[config.mk]
export PLATFORM = sky130hd
export DESIGN_NAME = uart_transmitter
export DESIGN_NICKNAME = d
export VERILOG_FILES = /design/src/rtl/uart_pkg.sv /design/src/rtl/uart_baud_counter.sv /design/src/rtl/uart_transmitter.sv
export SDC_FILE = /design/constraint.sdc
export NUM_CORES = 1
export LEC_CHECK = 0
export ABC_AREA = 1
export BUFFER_PORTS_ARGS = -buffer_cell sky130_fd_sc_hd__buf_2
export CAP_MARGIN = 10
export CORE_UTILIZATION = 40
export DETAILED_ROUTE_END_ITERATION = 6
export GPL_TIMING_DRIVEN = 0
export PLACE_DENSITY_LB_ADDON = 0.3
export SKIP_CTS_REPAIR_TIMING = 1
export SLEW_MARGIN = 20
export SYNTH_ARGS = -nofsm -noshare
export SYNTH_HDL_FRONTEND = slang
export SYNTH_SLANG_ARGS = --single-unit
[constraint.sdc]
create_clock -name Clock -period 4.15 [get_ports Clock]
set_input_delay 0.2075 -clock Clock [delete_from_list [all_inputs] [get_ports Clock]]
set_output_delay 0.2075 -clock Clock [all_outputs]
set_load 0.01 [all_outputs]
[src/rtl/uart_pkg.sv]
// -----------------------------------------------------------------------------
// uart_pkg
// Shared definitions for the UART serial blocks (transmitter and receiver).
//   - uart_state_e       : frame sequencing states (2-bit encoding)
//   - DATA_BITS          : payload bits per frame
//   - FRAME_BITS         : start + payload + stop
//   - uart_counter_width : width needed for a counter that runs 0..n-1
// -----------------------------------------------------------------------------
package uart_pkg;

    typedef enum logic [1:0] {
        IDLE  = 2'd0,
        START = 2'd1,
        DATA  = 2'd2,
        STOP  = 2'd3
    } uart_state_e;

    localparam int DATA_BITS  = 8;
    localparam int FRAME_BITS = 10;

    // Width of a counter holding 0..n-1; never narrower than one bit so that
    // degenerate rates (n <= 1) still elaborate.
    function automatic int uart_counter_width(input int n);
        int w;
        w = $clog2(n);
        if (w < 1) begin
            w = 1;
        end else begin
            w = w;
        end
        return w;
    endfunction

endpackage

[src/rtl/uart_baud_counter.sv]
// -----------------------------------------------------------------------------
// uart_baud_counter
// Free-running symbol-period counter. Counts 0..SymbolEdgeTime-1 while
// enabled and wraps; clear forces it back to 0 and has priority over enable.
// tick_o is high for the single cycle in which the counter sits at its last
// value with enable set, i.e. the cycle whose closing edge is the wrap.
//
// Ports:
//   clk_i    : system clock
//   rst_i    : asynchronous active-high reset
//   enable_i : advance the counter this cycle
//   clear_i  : hold the counter at 0
//   tick_o   : wrap strobe (one cycle per symbol period)
// -----------------------------------------------------------------------------
module uart_baud_counter
    import uart_pkg::*;
#(
    parameter int SymbolEdgeTime = 434,
    parameter int CounterWidth   = uart_counter_width(SymbolEdgeTime)
) (
    input  logic clk_i,
    input  logic rst_i,
    input  logic enable_i,
    input  logic clear_i,
    output logic tick_o
);

    localparam logic [CounterWidth-1:0] LAST_COUNT = CounterWidth'(SymbolEdgeTime - 1);
    localparam logic [CounterWidth-1:0] ONE        = CounterWidth'(1'b1);

    logic [CounterWidth-1:0] cnt_q;
    logic [CounterWidth-1:0] cnt_d;
    logic                    at_last_s;

    // >= rather than == so a corrupted count can never run past the period.
    assign at_last_s = (cnt_q >= LAST_COUNT);
    assign tick_o    = enable_i & ~clear_i & at_last_s;

    // Counter register.
    always_ff @(posedge clk_i or posedge rst_i) begin
        if (rst_i) begin
            cnt_q <= '0;
        end else begin
            cnt_q <= cnt_d;
        end
    end

    // Next count: clear, wrap at the last value, or increment.
    always_comb begin
        cnt_d = cnt_q;
        if (clear_i) begin
            cnt_d = '0;
        end else if (enable_i) begin
            if (at_last_s) begin
                cnt_d = '0;
            end else begin
                cnt_d = cnt_q + ONE;
            end
        end else begin
            cnt_d = cnt_q;
        end
    end

endmodule

[src/rtl/uart_transmitter.sv]
// -----------------------------------------------------------------------------
// uart_transmitter
// 8N1 serial transmitter: one start bit (0), eight data bits LSB first, one
// stop bit (1). A byte is taken on any rising edge with DataInValid and
// DataInReady both high; the line drops to the start level on that same edge
// and the frame occupies exactly 10 symbol periods. DataInReady returns high
// on the edge that ends the stop bit, so a held-high valid gets its next byte
// one idle-high cycle later.
//
// Ports:
//   Clock       : system clock, rising-edge active
//   Reset       : asynchronous active-high reset (aborts any frame)
//   DataIn      : byte to send, sampled only on the accepting edge
//   DataInValid : producer has a byte on DataIn
//   DataInReady : registered; high only while idle
//   SOut        : registered serial line, idle high
// -----------------------------------------------------------------------------
module uart_transmitter
    import uart_pkg::*;
#(
    parameter int ClockRate = 50_000_000,
    parameter int BaudRate  = 115_200
) (
    input  logic       Clock,
    input  logic       Reset,
    input  logic [7:0] DataIn,
    input  logic       DataInValid,
    output logic       DataInReady,
    output logic       SOut
);

    localparam int SymbolEdgeTime    = ClockRate / BaudRate;
    localparam int ClockCounterWidth = uart_counter_width(SymbolEdgeTime);

    localparam logic [2:0]            LAST_DATA_BIT = 3'(DATA_BITS - 1);
    localparam logic [2:0]            BIT_ONE       = 3'd1;
    localparam logic [FRAME_BITS-1:0] SHIFT_IDLE    = {FRAME_BITS{1'b1}};

    uart_state_e           state_q;
    uart_state_e           state_d;
    logic [FRAME_BITS-1:0] shift_q;
    logic [FRAME_BITS-1:0] shift_d;
    logic [2:0]            bit_cnt_q;
    logic [2:0]            bit_cnt_d;
    logic                  sout_q;
    logic                  sout_d;
    logic                  ready_q;
    logic                  ready_d;

    logic                  accept_s;
    logic                  baud_clr_s;
    logic                  baud_en_s;
    logic                  baud_tick_s;

    assign accept_s   = DataInValid & ready_q & (state_q == IDLE);

    // The baud counter only runs inside a frame; idle pins it at 0 so every
    // frame starts on a fresh symbol period.
    assign baud_clr_s = (state_q == IDLE);
    assign baud_en_s  = ~baud_clr_s;

    uart_baud_counter #(
        .SymbolEdgeTime (SymbolEdgeTime),
        .CounterWidth   (ClockCounterWidth)
    ) u_baud (
        .clk_i    (Clock),
        .rst_i    (Reset),
        .enable_i (baud_en_s),
        .clear_i  (baud_clr_s),
        .tick_o   (baud_tick_s)
    );

    // State and datapath registers; reset lands in a clean idle frame.
    always_ff @(posedge Clock or posedge Reset) begin
        if (Reset) begin
            state_q   <= IDLE;
            shift_q   <= SHIFT_IDLE;
            bit_cnt_q <= 3'd0;
            sout_q    <= 1'b1;
            ready_q   <= 1'b1;
        end else begin
            state_q   <= state_d;
            shift_q   <= shift_d;
            bit_cnt_q <= bit_cnt_d;
            sout_q    <= sout_d;
            ready_q   <= ready_d;
        end
    end

    // Next-state logic: each non-idle state advances on the baud wrap.
    always_comb begin
        state_d   = state_q;
        bit_cnt_d = bit_cnt_q;
        case (state_q)
            IDLE: begin
                bit_cnt_d = 3'd0;
                if (accept_s) begin
                    state_d = START;
                end else begin
                    state_d = IDLE;
                end
            end
            START: begin
                if (baud_tick_s) begin
                    state_d   = DATA;
                    bit_cnt_d = 3'd0;
                end else begin
                    state_d   = START;
                end
            end
            DATA: begin
                if (baud_tick_s) begin
                    if (bit_cnt_q == LAST_DATA_BIT) begin
                        state_d = STOP;
                    end else begin
                        bit_cnt_d = bit_cnt_q + BIT_ONE;
                    end
                end else begin
                    state_d = DATA;
                end
            end
            STOP: begin
                if (baud_tick_s) begin
                    state_d = IDLE;
                end else begin
                    state_d = STOP;
                end
            end
            default: begin
                state_d   = IDLE;
                bit_cnt_d = 3'd0;
            end
        endcase
    end

    // Output/datapath logic. The shift register holds the frame with the bit
    // currently on the line at [0]; on each wrap the next bit ([1]) is
    // registered onto SOut, so the line only moves at symbol boundaries.
    always_comb begin
        shift_d = shift_q;
        sout_d  = sout_q;
        ready_d = (state_d == IDLE);
        case (state_q)
            IDLE: begin
                if (accept_s) begin
                    shift_d = {1'b1, DataIn, 1'b0};
                    sout_d  = 1'b0;
                end else begin
                    shift_d = SHIFT_IDLE;
                    sout_d  = 1'b1;
                end
            end
            START, DATA: begin
                if (baud_tick_s) begin
                    // Ones shifted in from the top make the stop bit fall out naturally.
                    shift_d = {1'b1, shift_q[FRAME_BITS-1:1]};
                    sout_d  = shift_q[1];
                end else begin
                    shift_d = shift_q;
                    sout_d  = sout_q;
                end
            end
            STOP: begin
                sout_d = 1'b1;
                if (baud_tick_s) begin
                    shift_d = SHIFT_IDLE;
                end else begin
                    shift_d = shift_q;
                end
            end
            default: begin
                shift_d = SHIFT_IDLE;
                sout_d  = 1'b1;
                ready_d = 1'b1;
            end
        endcase
    end

    assign DataInReady = ready_q;
    assign SOut        = sout_q;

endmodule

**Yosys cells after proc, flatten, opt, wreduce, memory -nomap -nowiden**

Cells that the tools add are included.

- Register bits: 26
- Input port bits: 11
- Output and inout bits: 2
- Word-level logic and storage cells: 47

- Add/subtract/negate cells: 2
- Order comparisons: 1
- Eq/ne operators: 9
- Mux-type cells: 19
- Bitwise gates (word level): 4
- Reduce and logical (&&, ||, !) cells: 6

Operators with widths:

| kind | count |
|---|---|
| $pmux W10 S3 | 1 |
| $mux W9 | 3 |
| $mux W10 | 2 |
| $ne A2 B2 Y1 const B | 5 |
| $add A9 B1 Y9 const B | 1 |
| $ge A9 B9 Y1 const B | 1 |
| $mux W3 | 3 |
| $pmux W3 S3 | 1 |
| $mux W2 | 4 |
| $pmux W2 S4 | 1 |
| $eq A2 B2 Y1 const B | 2 |
| $logic_not A2 Y1 | 2 |
| $reduce_and A4 Y1 | 1 |
| $add A3 B1 Y3 const B | 1 |
| $and A1 B1 Y1 | 3 |
| $eq A3 B3 Y1 const B | 1 |
| $mux W1 | 3 |
| $pmux W1 S3 | 1 |
| $reduce_bool A3 Y1 | 1 |
| $eq A2 B1 Y1 const B | 1 |
| $reduce_and A2 Y1 | 1 |
| $reduce_or A2 Y1 | 1 |
| $not A1 Y1 | 1 |

**Logic depth before layout (Yosys ltp)**

- Depth in word-level cells: 6
- Depth in mapped cells: 12
- Mapped depth without buffers: 12

**Hierarchy**

A second synthesis with hierarchy kept.

- Cell total of the unflattened synthesis: 201
- Area total of the unflattened synthesis: 1525.2 um^2

By module, submodules not included:

| module | times used | cells an instance | area each (um^2) |
|---|---|---|---|
| uart_transmitter | 1 | 107 | 882.1 |
| uart_baud_counter | 1 | 94 | 643.1 |

**Worst setup path after synthesis**

OpenSTA, ideal clock, no wires.

- Kind: reg2reg
- From: reg state_q[0]
- To: reg shift_q[3]
- Arrival: 1330 ps
- Data required time: 4071 ps
- Setup slack: 2741 ps
- Cell stages (with the launch flop): 8
- Path through: dfrtp_1 -> inv_1 -> ha_1 -> clkbuf_1 -> nand2_1 -> nand3_1 -> o211ai_1 -> o21ai_0

- Longest elaborated chain between the ends: 5
- Elaborated cells between the ends (all ways): 13

Ends and longest elaborated chain:

| item | RTL line | text |
|---|---|---|
| from (decl) | uart_transmitter.sv:39 | `uart_state_e state_q;` |
| from (signal assigned) | uart_transmitter.sv:82 | `state_q <= state_d;` |
| $logic_not A2 Y1 | uart_transmitter.sv:55, uart_transmitter.sv:59, uart_transmitter.sv:143 |  |
| $not A1 Y1 | uart_baud_counter.sv:37, uart_transmitter.sv:60 |  |
| $and A1 B1 Y1 | uart_baud_counter.sv:37 | `assign tick_o = enable_i & ~clear_i & at_last_s;` |
| $ne A2 B2 Y1 (no source line) | -- |  |
| $reduce_and A2 Y1 (no source line) | -- |  |
| to (signal assigned) | uart_transmitter.sv:83 | `shift_q <= shift_d;` |
| to (decl) | uart_transmitter.sv:41 | `logic [FRAME_BITS-1:0] shift_q;` |

Parallel ways exist; a longest one is shown, timed or not.
A chain may end at the register's enable or synchronous reset.

**Final worst setup path**

- From: reg state_q[0]
- To: reg bit_cnt_q[0]

- Longest elaborated chain between the ends: 5
- Elaborated cells between the ends (all ways): 11

Ends and longest elaborated chain:

| item | RTL line | text |
|---|---|---|
| $logic_not A2 Y1 | uart_transmitter.sv:59, uart_transmitter.sv:94 |  |
| $not A1 Y1 | uart_baud_counter.sv:37, uart_transmitter.sv:60 |  |
| $and A1 B1 Y1 | uart_baud_counter.sv:37 |  |
| $ne A2 B2 Y1 (no source line) | -- |  |
| $reduce_and A4 Y1 (no source line) | -- |  |
| to (signal assigned) | uart_transmitter.sv:84 | `bit_cnt_q <= bit_cnt_d;` |
| to (decl) | uart_transmitter.sv:43 | `logic [2:0] bit_cnt_q;` |

Parallel ways exist; a longest one is shown, timed or not.

==> flow_metrics.tcl <==
set metrics [dict create \
    ys_warn_count 0 \
    cts_tree "done" \
    die_w_um 60.7 \
    grt_pass1_wl_mm 4.40 \
    gr-usage-all-layers_pct 15.8 \
    synth_fa_ha_area_share_pct 8.17 \
    cp_slowest_cell "dfrtp_1" \
    leakagePower_nw 0.795 \
    worstPathCellList "ha_1 -> inv_1 -> clkbuf_1 -> nand3_1 -> nand2_1 -> nand2_1" \
    power_w 0.000367 \
    viasPerCell 4.96 \
    setup_slack_ns 2.47 \
    cts_made_buffers 3 \
    synth_seq_cells 24 \
    grt_setup_unrepaired "no" \
    reg2reg_to "bit_cnt_q[0]$_DFFE_PP0P_" \
    drive_above_1_share_pct 21.5 \
    wire_per_inst_um 11.4 \
    syn_area_sq_um 1380 \
    dp_hpwl_mm 1.86 \
    r2r_cells 6 \
    area_growth_pct 11.0 \
    hold_violations 0 \
    timing.critical_path.mode_cell "nand2_1" \
    clockRootBuffer "clkbuf_4" \
    clk_pin_slew_ns 0.13 \
    fin_worst_skew_ns 0.00401 \
    cts_num_sinks 24 \
    grt_antenna_before_repair 0 \
    ant_nets 0 \
    setup_viol 0 \
    synth_simple_gate_area_share_pct 27.0 \
    grt_pass1_vias 1036 \
    tightest_slew_ns 0.908 \
    gp_congestion 0.842 \
    grt_max_degree 25 \
    diodes 0 \
    syn_area_per_cell_sq_um 8.56 \
    die_area_sq_um 3690 \
    p_per_area_nw_per_um2 240 \
    row_count 20 \
    whs_ns 0.0669 \
    synth-compound-area-share_pct 10.3 \
    setup_tns_ns 0 \
    period_share_pct 40.5 \
    synthMuxAreaShare_pct 0 \
    synth_xor_area_share_pct 2.54 \
    cts-htree-levels 1 \
    required_ns 4.37 \
    status "finished clean" \
    synth_cell_type_count 27 \
    critPathArrivalTime_ns 1.90 \
    cp-start-kind "flop" \
    design_area_sq_um 1530 \
    drt-total-wl_mm 2.52 \
    relSlewSlack_pct 39.4 \
    start_util_pct 43.7 \
    final_nets 198 \
    hold_class "in2async" \
    synthCells 161 \
    vias 1096 \
    syn-num-nets 181 \
    fmax_mhz 595 \
    chipHeight_um 60.7 \
    yosysSeqAreaShare_pct 44.5 \
    layout_commonest_cell "nand2_1" \
    dp_slack_ns 2.49 \
    vdd_drop_max_mv 0.106 \
    final_cell_mix "30 x nand2_1, 21 x inv_1, 18 x nand3_1" \
    io_buffers 12 \
    drt_iter0_markers 42 \
    regToRegSetupSlack_ns 2.47 \
    synth_top_family_by_area "simple AND/OR/NAND/NOR gates" \
    core-area_sq_um 3150 \
    overflow 0 \
    drv_slew 0 \
    end_kind "flop" \
    maxCapViolCount 0 \
    r2r_start "state_q[0]$_DFF_PP0_" \
    drc 0 \
    fillers 318 \
    first_pass_iters 4 \
    crit_type "reg2reg" \
    period_minus_slack_ns 1.68 \
    cp_max_fo 10 \
    slowest_delay_ns 0.43 \
    io_pins 13 \
    clock_latency_ns 0.31 \
    cts_buffer_depth 2 \
    dpl_cell_area_sq_um 1490 \
]
layer usage:
metal  vias to the layer above  wire length (um)  GRT usage [%]  share of wire, %
met5                         -                 0              0                 0
met4                         0                18           5.84              0.71
li1                        558                 -              -                 -
met3                         2                74           1.92               2.9
met2                        15              1200           25.6                48
met1                       521              1220           21.8                48
cell type report:
class | count | area, sq um | share of cell area [%]
multi-input cells | 112 | 661 | 43.2
inverters | 22 | 82.6 | 5.40
repair buffers | 12 | 60.1 | 3.92
plain buffers | 3 | 22.5 | 1.47
well taps | 44 | 55.1 | 3.60
flip-flops and latches | 24 | 613 | 40.1
clock buffers | 4 | 36.3 | 2.37
how the worst max path moves through the flow:
stage,startpoint,to,slack (ns),depth (start not counted)
3_5_place_dp,state_q[0]$_DFF_PP0_,bit_cnt_q[0]$_DFFE_PP0P_,2.49,6
2_1_floorplan,state_q[0]$_DFF_PP0_,shift_q[3]$_DFFE_PP1P_,2.74,7
3_3_place_gp,state_q[0]$_DFF_PP0_,shift_q[6]$_DFFE_PP1P_,2.54,5
4_1_cts,state_q[0]$_DFF_PP0_,shift_q[6]$_DFFE_PP1P_,2.47,5
5_1_grt,state_q[0]$_DFF_PP0_,shift_q[2]$_DFFE_PP1P_,2.33,6
6_report,state_q[0]$_DFF_PP0_,bit_cnt_q[0]$_DFFE_PP0P_,2.47,6
state kept, by name, summed over array words and instances (netlist names):
name	cells
state_q	2
shift_q	8
DataInReady	1
bit_cnt_q	3
SOut	1
u_baud.cnt_q	9
power breakdown:
| part | switching (W) | total (W) | internal [W] |
|---|---|---|---|
| logic | 0.00000570 | 0.00000899 | 0.00000329 |
| registers | 0 | 0.000234 | 0.000234 |
| clock network | 0.0000699 | 0.000123 | 0.0000536 |
| total | 0.0000756 | 0.000367 | 0.000291 |
stage by stage:
stage                     std cells  utilization [%]
after global routing            221             48.5
after global placement          217             47.4
after CTS                       221             48.5
after detailed placement        217             47.4
final                           221             48.5
after floorplan                 161                -
logic make-up (layout without fill, tap and decap cells):
logic type,after synthesis,in the layout
simple gates,79,79
buf+inv,25,41
flops,24,24
compound gates,20,20
fa+ha+maj,9,9
xor+xnor,4,4
synthesized netlist by cell type, drive strengths merged:
cell	instances	share of area [%]
xor2	2	1.3
dfstp	10	19
nor3	1	0.36
nand3	20	8.0
inv	21	5.7
clkbuf	2	0.54
nand4	5	2.3
nor3b	1	0.54
o21ai	9	4.4
nand2	33	9.9
xnor2	2	1.3
nor2	19	5.9
clkinv	1	0.27
a21oi	4	1.7
ha	9	8.2
buf	1	1.1
o211ai	7	4.2
dfrtp	14	25
worst max-delay path, delay by kind of cell, from the launching register on:
| family | cells | cell delay (ns) |
|---|---|---|
| AND/OR/NAND/NOR | 3 | 0.38 |
| adder cells (fa/ha/maj) | 1 | 0.28 |
| buffers and inverters | 2 | 0.49 |
| flip-flops | 1 | 0.43 |
Note: power is estimated with default switching activity, not from simulation.
